$ cat config.mk
export PLATFORM = sky130hd
export DESIGN_NAME = mux_n_reg
export DESIGN_NICKNAME = d
export VERILOG_FILES = /design/src/rtl/mux_n_reg.sv
export SDC_FILE = /design/constraint.sdc
export NUM_CORES = 1
export LEC_CHECK = 0
export ABC_AREA = 1
export BUFFER_PORTS_ARGS = -buffer_cell sky130_fd_sc_hd__buf_2
export CORE_MARGIN = 1
export CORE_UTILIZATION = 49
export CTS_BUF_LIST = sky130_fd_sc_hd__clkbuf_2
export CTS_CLUSTER_DIAMETER = 60
export DETAILED_ROUTE_END_ITERATION = 10
export PLACE_DENSITY = 0.84
export SLEW_MARGIN = 30
export SYNTH_ARGS = -nofsm -noshare
export SYNTH_HDL_FRONTEND = slang
export SYNTH_SLANG_ARGS = --single-unit
$ cat constraint.sdc
create_clock -name CLK -period 2.75 [get_ports CLK]
set_input_delay 0.4125 -clock CLK [delete_from_list [all_inputs] [get_ports CLK]]
set_output_delay 0.4125 -clock CLK [all_outputs]
set_load 0.01 [all_outputs]
$ cat src/rtl/mux_n_reg.sv
// N-channel registered multiplexer with valid/ready handshake, selectable
// explicit-select or round-robin arbitration, and a wrapping transfer counter.
module mux_n_reg #(
    parameter int WIDTH = 16,
    parameter int N     = 4,
    parameter int SW    = 2
) (
    input  logic               CLK,
    input  logic               RST_N,
    input  logic               MODE,
    input  logic [SW-1:0]      S,
    input  logic [N*WIDTH-1:0] D_IN,
    input  logic [N-1:0]       V_IN,
    output logic [N-1:0]       RDY_OUT,
    output logic [WIDTH-1:0]   R,
    output logic               R_V,
    input  logic               R_RDY,
    output logic [SW-1:0]      R_CH,
    output logic [15:0]        COUNT
);

    logic [WIDTH-1:0] r_data;
    logic             r_v;
    logic [SW-1:0]    r_ch;
    logic [SW-1:0]    r_ptr;
    logic [15:0]      r_count;

    logic             w_load;
    logic             w_found;
    logic [SW-1:0]    w_gidx;
    logic [WIDTH-1:0] w_data;

    assign w_load = !r_v || R_RDY;

    // Grant search; in round-robin the k loop runs backwards so the nearest
    // valid channel after PTR is the last (winning) assignment.
    always_comb begin
        w_found = 1'b0;
        w_gidx  = '0;
        if (!MODE) begin
            for (int i = 0; i < N; i++) begin
                if (SW'(i) == S && V_IN[i]) begin
                    w_found = 1'b1;
                    w_gidx  = SW'(i);
                end
            end
        end else begin
            for (int k = N; k >= 1; k--) begin
                for (int i = 0; i < N; i++) begin
                    if (V_IN[i] && ((int'(r_ptr) + k) % N) == i) begin
                        w_found = 1'b1;
                        w_gidx  = SW'(i);
                    end
                end
            end
        end
    end

    always_comb begin
        w_data = '0;
        for (int i = 0; i < N; i++) begin
            if (SW'(i) == w_gidx) w_data = D_IN[i*WIDTH +: WIDTH];
        end
    end

    // RST_N gating keeps RDY_OUT low during reset even though load is true then.
    always_comb begin
        RDY_OUT = '0;
        for (int i = 0; i < N; i++) begin
            if (RST_N && w_load && w_found && SW'(i) == w_gidx) RDY_OUT[i] = 1'b1;
        end
    end

    always_ff @(posedge CLK or negedge RST_N) begin
        if (!RST_N) begin
            r_data  <= '0;
            r_v     <= 1'b0;
            r_ch    <= '0;
            r_ptr   <= SW'(N - 1);
            r_count <= '0;
        end else begin
            if (w_load) begin
                if (w_found) begin
                    r_data <= w_data;
                    r_ch   <= w_gidx;
                    r_v    <= 1'b1;
                    if (MODE) r_ptr <= w_gidx;
                end else begin
                    r_v <= 1'b0;
                end
            end
            if (r_v && R_RDY) r_count <= r_count + 16'd1;
        end
    end

    assign R     = r_data;
    assign R_V   = r_v;
    assign R_CH  = r_ch;
    assign COUNT = r_count;

endmodule

==> results.md <==
- The run finished, with violations left.
- The final reports fail on setup timing.
- IR analysis of the VDD net gives a maximum drop of about 0.38 mV.
- The number of buffers added by the clock tree synthesis step is 5.
- The number of diodes added for antenna fixing is 0.
- After clock tree synthesis, the clock-pin slew on the worst setup and hold paths is 0.24 ns.
- After synthesis, the share of flip-flops with an asynchronous set or reset is 1.00.
- In this run the cell area measured after placement is around 3100 um^2.
- After synthesis, the cell types taking the most area are sky130_fd_sc_hd__dfrtp_1 (35%), sky130_fd_sc_hd__nand2_1 (12%), sky130_fd_sc_hd__nand3_1 (8.3%).
- The wire length per cell after detailed routing is around 13 um.
- Setup repair after global routing could not meet its margin everywhere.
- The largest total area in the synthesized netlist belongs to sky130_fd_sc_hd__dfrtp_1.
- The DRC marker count from the first detailed-route iteration is 158.
- The total area inside the core boundary comes to 4850 um^2.
- The leftover overflow at the end of global routing is 0.
- For this run, design rule violations remaining after detail routing come to 0.
- The total of endpoints with negative setup slack in the final report is 1.
- The worst-skew pair later-pin latency is roughly 0.41 ns.
- STA classifies the critical path endpoint as an output port.
- The via count of the first global-routing pass came to between 2k and 3k.
- The synthesized instance count is 350.
- The number of antenna violations at the first check in global routing is 0.
- The worst-path cell with the longest stage delay is sky130_fd_sc_hd__dfstp_2.
- The share of total power dissipated in sequential elements is 0.323.
- The commonest cells after synthesis are sky130_fd_sc_hd__nand2_1 (79), sky130_fd_sc_hd__inv_1 (53), sky130_fd_sc_hd__nand3_1 (42).
- The arrival time of the worst setup path is between 2 and 2.5 ns.
- The top cell type's share of synthesized area is 0.345.
- The internal portion of the total power is ~1.5 mW.
- Row generation in the floorplan step produced 25 rows.
- The tool flagged a number of max-cap violations equal to 0.
- The path class of the tightest hold or removal check is in -> async.
- The count of distinct cell types in the synthesized netlist is 31.
- After the last flow step, the layout net total stands at roughly 550.
- The first global-routing pass estimated 11.4 mm of wire.
- After routing the design area is approximately 3400 um^2.
- The cell area that synthesis handed to floorplanning was around 2500 um^2.
- Once routing completed, OpenROAD measured the worst setup slack at -0.00325 ns.
- On the final layout, the worst hold slack is 0.0385 ns.
- The delay of the slowest cell on the worst path is approximately 0.67 ns.
- The die is 74.0 um tall.
- The area enclosed by the die boundary is 5470 um^2.
- Of the total power, the share spent switching nets is 0.417.
- For this run, the total global-route usage over all layers was measured as 0.270.
- The die span in x is ~74 um.
- The CTS tree is built.
- The relative max-transition margin is 0.670.
- Among all cell types in the netlist, the one instantiated most often is sky130_fd_sc_hd__nand2_1.
- The port buffer count is around 110.
- The final route contains between 2k and 3k vias.
- The critical path's most frequent cell is sky130_fd_sc_hd__nand2_1.
- For this design the total switching power over the nets is about 1.1 mW.
- The ratio of total power to cell area is around 770 nW/um^2.
- In this run the deepest clock path goes through 2 buffers.
- In the final layout, the share of cells above drive strength 1 is 0.378.
- The tree is rooted in a sky130_fd_sc_hd__clkbuf_2.
- The startpoint type of the worst setup path is a flip-flop.
- The number of detailed-routing iterations run before antenna repair is 5.
- The number of slew-limit violations in the final report came to 0.
- The setup TNS after final layout is -0.00325 ns.
- The final layout contains routed wiring with a total length of between 7 and 8 mm.
- The highest achievable clock rate is 363 MHz.
- The power share of the combinational group is 0.505.
- The post-synthesis net count is 425.
- The critical path goes through inv_4 -> nand3_2 -> nand2_2 -> nand2_1 -> nand2_1 -> nand2_1 -> nand2_1 -> nand2_1 -> nand2_1 -> nand2_1 -> nand2_1 -> nand2_1 -> nand2_1 -> nand2_2 -> nand2_8 -> nand2_4 -> inv_4 -> nor3_4 -> buf_2.
- The analysis attributes to cell leakage a power of between 1.5 and 2 nW.
- The worst endpoint required time is between 2 and 2.5 ns.
- The slew at the pin closest to its max-slew limit is approximately 0.5 ns.
- Subtracting the final worst setup slack from the clock period gives 2.75 ns.
- The post-detailed-route via-to-cell ratio is ~5.2.
- The critical path is of the reg -> out type.
- The count of antenna-violating nets left after detailed routing is 0.
- For this run, the leading register cell type out of synthesis is sky130_fd_sc_hd__dfrtp_1.
- The H-tree was split into 2 levels.
- The final number of hold-violating endpoints is 0.
- The count of boundary I/O pins is about 110.
- The final weighted congestion of routability-driven global placement is around 0.89.
- The final clock skew is ~0.036 ns.
- The initial utilization of the core area, before any placement, comes to 0.523.
- The part of the total power dissipated in the clock network is 0.173.
- Averaged over all synthesized cells, the footprint is a little over 7 um^2.
- For this run, the register share of the synthesized area comes to 0.366.
- The number of synthesized register bits is 37.
- The highest net fanout along the worst path is 6.
- In the finished design, the share of the clock period the worst path needs comes to 1.00.
- The CTS sink count is 37.
- The count of synthesis-stage warnings from yosys is 0.
- Entering global routing, the biggest net connects 38 pins.
- Counting flops with a built-in enable in the synthesized netlist gives 0.
- The detailed placement HPWL is 5.00 mm.
- Compared with the post-synthesis result, the final layout area differs by 34.0%.
[metrics by stage]
step / total power [mW] / worst slack, ns / std cells / util
3_5_place_dp: 2.00 / 0.181 / 520 / 0.647
4_1_cts: 2.54 / 0.00557 / 535 / 0.684
3_3_place_gp: 1.97 / 0.310 / 520 / 0.647
2_1_floorplan: 1.66 / 0.440 / 350 / -
5_1_grt: 2.84 / -0.183 / 540 / 0.701
6_report: 2.63 / -0.00325 / 540 / 0.701
[layout make-up]
cell class	instances	area, um^2
inverter	57	226
sequential	37	928
multi-input combinational	240	1350
tap	67	83.8
clock inverter	3	68.8
fill	386	1450
timing repair buffer	131	722
clock buffer	5	25.0
[registers in the layout (all words and copies together), names as in the netlist]
register	cells
R_CH	2
R_V	1
R	16
r_ptr	2
COUNT	16
[power by group through the flow]
stage | Sequential (mW) | Clock [mW] | Combinational, mW
floorplan | 0.896 | 0 | 0.762
global placement | 0.858 | 0 | 1.11
detailed placement | 0.858 | 0 | 1.15
CTS | 0.837 | 0.457 | 1.25
global route | 0.867 | 0.479 | 1.49
finish | 0.848 | 0.453 | 1.33
[timing repair]
| item | CTS | global route |
|---|---|---|
| hold buffers | 0 | 0 |
| endpoints found under the setup margin | 4 | 6 |
| gates resized for setup | 7 | 11 |
| setup buffers | 7 | 5 |
| pin swaps | 1 | 5 |
[worst paths after layout]
path                       startpoint         end  slack, ns  cells after the start
min in group CLK                R_RDY         R_V       0.30                      4
min                             RST_N    COUNT[7]       0.04                      2
max                          r_ptr[1]  RDY_OUT[0]     -0.003                     19
max reg2reg                  r_ptr[1]       R[14]       0.32                     14
max in group asynchronous       RST_N    r_ptr[1]       2.33                      2
min reg2reg                 COUNT[15]   COUNT[15]       0.48                      1
[critical path: cells and delay by family (launching register included)]
kind / cells / cell delay, ns
DFF: 1 / 0.67
and+or+nand+nor: 16 / 0.99
buffers and inverters: 3 / 0.27
[metal layers]
metal | GRT usage | up-vias | part of all wire
met4 | 0.115 | 0 | 0.028
met3 | 0.0678 | 23 | 0.084
met2 | 0.442 | 149 | 0.48
li1 | - | 1376 | -
met1 | 0.339 | 1261 | 0.41
met5 | 0 | - | 0
[placed cells by master, fill, tap and decap left out, types with 9 or more instances in the layout]
cell type / n
sky130_fd_sc_hd__buf_2: 111
sky130_fd_sc_hd__nand2_1: 78
sky130_fd_sc_hd__inv_1: 53
sky130_fd_sc_hd__nand3_1: 41
sky130_fd_sc_hd__dfrtp_1: 35
sky130_fd_sc_hd__o21ai_0: 26
sky130_fd_sc_hd__nand4_1: 20
sky130_fd_sc_hd__buf_4: 18
sky130_fd_sc_hd__or2_2: 12
sky130_fd_sc_hd__nor2_1: 9
[logic make-up (layout without fill, tap and decap cells)]
group           Yosys count  after routing  synth area share
flops                    37             37             0.366
xor+xnor                 14             14            0.0483
compound gates           50             50             0.124
simple gates            175            175             0.329
fa+ha+maj                 1              1           0.00493
buf+inv                  73            196             0.128
Note: power is estimated with default switching activity, not from simulation.
